`src/rtl/armleocpu_tlb_unit.sv`:
```
// armleocpu_tlb_unit
//   Set-associative TLB translating a 20-bit Sv32 virtual page tag into a
//   22-bit physical page tag and an 8-bit access tag {D,A,G,U,X,W,R,V}.
//   The lookup result is registered and presented one cycle after resolve.
//   Refill replaces entries as follows: an entry already holding the same
//   tag, else the lowest free way, else the set's round-robin victim.
//
// Ports
//   clk, rst_n         clock, synchronous active-low reset
//   enable             1 = translate, 0 = bare pass-through
//   virtual_address    vtag to resolve
//   invalidate         flush all entries (wins over write and resolve)
//   resolve            lookup request
//   miss, done         registered lookup status (done is a 1-cycle pulse)
//   accesstag_r        registered access tag
//   phys_r             registered physical page tag
//   write              refill request
//   virtual_address_w  vtag to refill
//   accesstag_w        access tag to store
//   phys_w             ptag to store
module armleocpu_tlb_unit #(
  parameter int ENTRIES_W = 4,
  parameter int WAYS_W    = 1
) (
  input  logic        clk,
  input  logic        rst_n,
  input  logic        enable,
  input  logic [19:0] virtual_address,
  input  logic        invalidate,
  input  logic        resolve,
  output logic        miss,
  output logic        done,
  output logic [7:0]  accesstag_r,
  output logic [21:0] phys_r,
  input  logic        write,
  input  logic [19:0] virtual_address_w,
  input  logic [7:0]  accesstag_w,
  input  logic [21:0] phys_w
);

  localparam int SETS  = 1 << ENTRIES_W;
  localparam int WAYS  = 1 << WAYS_W;
  localparam int TAG_W = 20 - ENTRIES_W;

  // Pass-through permissions: D,A,X,W,R,V set; G,U clear.
  localparam logic [7:0] BARE_ACCESSTAG = 8'b1100_1111;

  logic [WAYS-1:0]   valid         [SETS];
  logic [WAYS_W-1:0] victim        [SETS];
  logic [TAG_W-1:0]  tag_mem       [SETS][WAYS];
  logic [7:0]        accesstag_mem [SETS][WAYS];
  logic [21:0]       phys_mem      [SETS][WAYS];

  // ---------------------------------------------------------------- lookup
  logic [ENTRIES_W-1:0] rd_set;
  logic [TAG_W-1:0]     rd_tag;
  logic                 rd_hit;
  logic [7:0]           rd_accesstag;
  logic [21:0]          rd_phys;

  assign rd_set = virtual_address[ENTRIES_W-1:0];
  assign rd_tag = virtual_address[19:ENTRIES_W];

  // NOTE: every always_comb output gets a default first so no latch is
  // inferred when no way matches.
  always_comb begin
    rd_hit       = 1'b0;
    rd_accesstag = '0;
    rd_phys      = '0;
    // Scan from the top so the lowest-numbered hitting way is the last
    // assignment and therefore wins.
    for (int i = WAYS - 1; i >= 0; i--) begin
      if (valid[rd_set][i] && tag_mem[rd_set][i] == rd_tag) begin
        rd_hit       = 1'b1;
        rd_accesstag = accesstag_mem[rd_set][i];
        rd_phys      = phys_mem[rd_set][i];
      end
    end
  end

  // ------------------------------------------------------- way selection
  logic [ENTRIES_W-1:0] wr_set;
  logic [TAG_W-1:0]     wr_tag;
  logic                 wr_en;
  logic                 match_found;
  logic [WAYS_W-1:0]    match_way;
  logic                 free_found;
  logic [WAYS_W-1:0]    free_way;
  logic [WAYS_W-1:0]    wr_way;
  logic                 bump_victim;

  assign wr_set = virtual_address_w[ENTRIES_W-1:0];
  assign wr_tag = virtual_address_w[19:ENTRIES_W];
  assign wr_en  = write && !invalidate;

  always_comb begin
    match_found = 1'b0;
    match_way   = '0;
    free_found  = 1'b0;
    free_way    = '0;
    for (int i = WAYS - 1; i >= 0; i--) begin
      if (valid[wr_set][i] && tag_mem[wr_set][i] == wr_tag) begin
        match_found = 1'b1;
        match_way   = WAYS_W'(i);
      end
      if (!valid[wr_set][i]) begin
        free_found = 1'b1;
        free_way   = WAYS_W'(i);
      end
    end
  end

  assign bump_victim = !match_found && !free_found;
  assign wr_way      = match_found ? match_way
                     : free_found  ? free_way
                     : victim[wr_set];

  // ------------------------------------------------- valid bits / victims
  // NOTE: sequential state uses non-blocking assignments so every reader in
  // this cycle sees the pre-edge value (lookup sees old contents on a
  // same-cycle write).
  always_ff @(posedge clk) begin
    if (!rst_n || invalidate) begin
      for (int s = 0; s < SETS; s++) begin
        valid[s]  <= '0;
        victim[s] <= '0;
      end
    end else if (write) begin
      valid[wr_set][wr_way] <= 1'b1;
      if (bump_victim)
        victim[wr_set] <= victim[wr_set] + 1'b1;
    end
  end

  // NOTE: payload arrays carry no reset; an entry is only observable once
  // its valid bit is set, so clearing them would just cost reset fan-out.
  always_ff @(posedge clk) begin
    if (wr_en) begin
      tag_mem[wr_set][wr_way]       <= wr_tag;
      accesstag_mem[wr_set][wr_way] <= accesstag_w;
      phys_mem[wr_set][wr_way]      <= phys_w;
    end
  end

  // ---------------------------------------------------------- result regs
  logic accept;
  assign accept = resolve && !invalidate;

  always_ff @(posedge clk) begin
    if (!rst_n) begin
      done        <= 1'b0;
      miss        <= 1'b0;
      accesstag_r <= '0;
      phys_r      <= '0;
    end else begin
      done <= accept;
      if (accept) begin
        if (enable) begin
          miss        <= !rd_hit;
          accesstag_r <= rd_accesstag;
          phys_r      <= rd_phys;
        end else begin
          miss        <= 1'b0;
          accesstag_r <= BARE_ACCESSTAG;
          phys_r      <= {2'b00, virtual_address};
        end
      end
    end
  end

endmodule

```
`config.mk`:
```
export PLATFORM = sky130hd
export DESIGN_NAME = armleocpu_tlb_unit
export DESIGN_NICKNAME = d
export VERILOG_FILES = /design/src/rtl/armleocpu_tlb_unit.sv
export SDC_FILE = /design/constraint.sdc
export NUM_CORES = 1
export LEC_CHECK = 0
export CAP_MARGIN = 20
export CORE_ASPECT_RATIO = 1.2
export CORE_MARGIN = 3
export CORE_UTILIZATION = 30
export DETAILED_ROUTE_END_ITERATION = 7
export GPL_ROUTABILITY_DRIVEN = 0
export GPL_TIMING_DRIVEN = 0
export SYNTH_ARGS = -nofsm -noshare
export SYNTH_HDL_FRONTEND = slang
export SYNTH_SLANG_ARGS = --single-unit
```
`constraint.sdc`:
```
create_clock -name clk -period 11.9 [get_ports clk]
set_input_delay 2.975 -clock clk [delete_from_list [all_inputs] [get_ports clk]]
set_output_delay 2.975 -clock clk [all_outputs]
set_load 0.05 [all_outputs]
```
==> results.ini <==
[synth]
syn-num-nets = 3307
synth_edf_count = 1488
seq_area_frac_synth_pct = 69.8
ys_types = 79
synthCells = 3231
syn_avg_cell_area_um2 = 20.4
synth_ff_type = edfxtp_1
synth.cell_area_um2 = 65800
synth_seq_cells = 1552
async_reset_ff_share_pct = 0
yosysWarnings = 0

[run_status]
outcome = finished, final reports clean

[finish]
final_nets = 3773
fill_cells = 19800
drive_above_1_share_pct = 30.3
final_util_pct = 36.4
syn_to_final_growth_pct = 20.2

[global_route]
grt_pass1_vias = 37000
antenna_found_initial = 22
track_usage_pct = 18.8
grt-ovfl-total = 0
grt_pass1_wl_um = 296000
grt_max_degree = 40

[cts]
h-tree-depth = 4
cts_root_buf = clkbuf_16
cts_tree = done
clk_latency_ps = 820
ctsResizeCount = 0
clkTransAtPathRegs_ps = 60
clock_sinks = 1552
clockBufferDepth = 3
cts-buffers-inserted = 165
cts_setup_buffers = 0
ctsHoldBuffers = 0

[timing]
slew_violations = 0
maxSlewHeadroom_pct = 15.1
max_freq_mhz = 107
tns_ps = 0
finalCritPeriodShare_pct = 78.5
hold_viol = 0
period_needed_ps = 9340
setup_ws_ps = 2560
skew_ps = 44.7
tightestPinTransition_ps = 1270
setup_viol = 0
worst_hold_slack_ps = 475
grt_setup_unrepaired = no

[power]
p_leak_nw = 25.1
power.density_nw_per_um2 = 152
power.total_mw = 12.0
peakVddDrop_uv = 135

[detailed_routing]
drc = 0
ant_nets = 0
vias_per_cell = 5.56
drt-total-wl_um = 215000
dr_total_vias = 37100
dr.pass1.iters = 6
drtIter0Drc = 4981
avgRoutedWirePerCell_um = 32.3

[floorplan]
fp-row-count = 187
core_area_um2 = 217000
die_y_um = 519
start_util_pct = 30.3
dieArea_um2 = 225000
pin_count = 108
die_width_um = 434

[hold_path]
holdPathStages = 2
hold_start = valid[10][1]
hold_class = reg -> reg

[place]
dp_hpwl_um = 152000
dp_slack_ps = 1960
numPortBuffers = 92

[setup_path]
crit_start = virtual_address_w[2]
worst-setup-path-type = in -> reg
r2r_start = tag_mem[15][27]
cp_common_cell = clkbuf_1
r2r_cells = 12
crit_chain = clkdlybuf4s50_1, clkbuf_1, clkbuf_1, clkbuf_1, buf_1, mux2i_1, o311a_1, nand4_2, o21a_4, buf_2, nor3_2, buf_6, buf_8, buf_6, buf_4
critPathLaunchType = input pin
critPathRequiredTime_ps = 12400
cp_slowest_stage_delay_ps = 920
crit_fanout = 10
slowest_stage = nor3_2
endpoint_kind = flop
crit_arrival_ps = 9840

[job]
max-cap-violations = 0

[flip-flops by register name (all words and copies together), names as in the netlist]
signal         count
valid             32
done               1
phys_r            22
victim            16
accesstag_r        8
phys_mem         704
miss               1
tag_mem          512
accesstag_mem    256
[placed cells by master (no fill, tap or decap), types with 15 or more instances in the layout]
cell,n
a21oi_1,16
a221oi_1,17
a22oi_1,33
a31oi_1,25
and3_1,19
buf_1,28
buf_12,28
buf_16,36
buf_2,80
buf_4,43
buf_6,103
buf_8,38
clkbuf_1,111
clkbuf_16,173
clkdlybuf4s50_1,86
clkinv_1,35
clkinv_2,19
dfxtp_1,64
edfxtp_1,1488
inv_1,38
mux2_2,17
mux2i_1,168
mux4_2,527
nand2_1,95
nor2_1,22
nor2b_1,33
nor3_1,15
nor4_1,20
o211ai_1,24
o21a_1,27
o21ai_0,37
o31ai_1,28
or3_1,21
xnor2_1,56
xor2_1,34
[per-layer routing]
layer  up-vias  wire, um  global-route usage, %
li1      14600         -                      -
met2      2149    106000                   31.4
met4        14     12000                   9.26
met3       596     18200                   4.13
met5         -        90                      0
met1     19700     78700                   22.9
[Yosys cell counts, types with 20 or more instances]
| cell | number | share of area, % |
|---|---|---|
| buf_2 | 73 | 0.56 |
| or3_1 | 21 | 0.20 |
| nor2b_1 | 33 | 0.31 |
| a31oi_1 | 25 | 0.24 |
| nor4_1 | 22 | 0.21 |
| o21a_1 | 27 | 0.31 |
| edfxtp_1 | 1488 | 68 |
| dfxtp_1 | 64 | 1.9 |
| xor2_1 | 34 | 0.45 |
| a22oi_1 | 33 | 0.38 |
| nor3_1 | 28 | 0.21 |
| a21oi_1 | 29 | 0.22 |
| o31ai_1 | 28 | 0.32 |
| clkbuf_1 | 72 | 0.41 |
| mux4_2 | 527 | 18 |
| o211ai_1 | 24 | 0.27 |
| o21ai_0 | 37 | 0.28 |
| xnor2_1 | 56 | 0.75 |
| nor2_1 | 22 | 0.13 |
| buf_1 | 28 | 0.16 |
| nand2_1 | 95 | 0.54 |
| buf_4 | 20 | 0.23 |
| inv_1 | 38 | 0.22 |
| mux2i_1 | 168 | 2.6 |
[cells by family after synthesis]
logic type / Yosys count / synth area share (%)
muxes: 712 / 20.9
DFF: 1552 / 69.8
xor gates and xnor gates: 90 / 1.20
buffers and inverters: 261 / 2.15
and+or+nand+nor: 313 / 2.57
AOI/OAI and AO/OA: 303 / 3.38
[cell type report]
cell class,count,area [um^2],share of cell area (%)
Sequential cell,1552,46000,58.1
Clock inverter,90,963,1.22
Multi-Input combinational cell,1418,18700,23.6
Tap cell,2835,3550,4.48
Timing Repair Buffer,299,4150,5.25
Buffer,223,1270,1.61
Clock buffer,210,4360,5.51
Inverter,38,143,0.180
Antenna cell,10,25.0,0.0316
[path summary, 6_finish.rpt]
path	endpoint	slack, ps
setup reg to reg	phys_mem[15][35]	6830
setup / recovery	phys_mem[2][13]	2560
hold reg to reg	valid[10][1]	470
hold / removal	valid[10][1]	470
[stage by stage]
stage	instances	area [um^2]
after global routing	6667	79100
final	6675	79100
after detailed placement	6338	73200
after CTS	6638	78500
after global placement	6158	70300
after floorplan	3231	65800
[worst max-delay path: cells and delay by family]
family	cells	cell delay [ps]
buffers and inverters	10	4450
AND/OR/NAND/NOR	2	1090
multiplexers	1	660
AO/OA/AOI/OAI	2	600
[power by group]
part / switching, mW / total [mW] / internal (mW)
logic: 0.546 / 0.902 / 0.356
clock network: 2.18 / 5.09 / 2.91
registers: 0.0194 / 6.04 / 6.02
No activity file was read; power rests on OpenSTA's default activity.
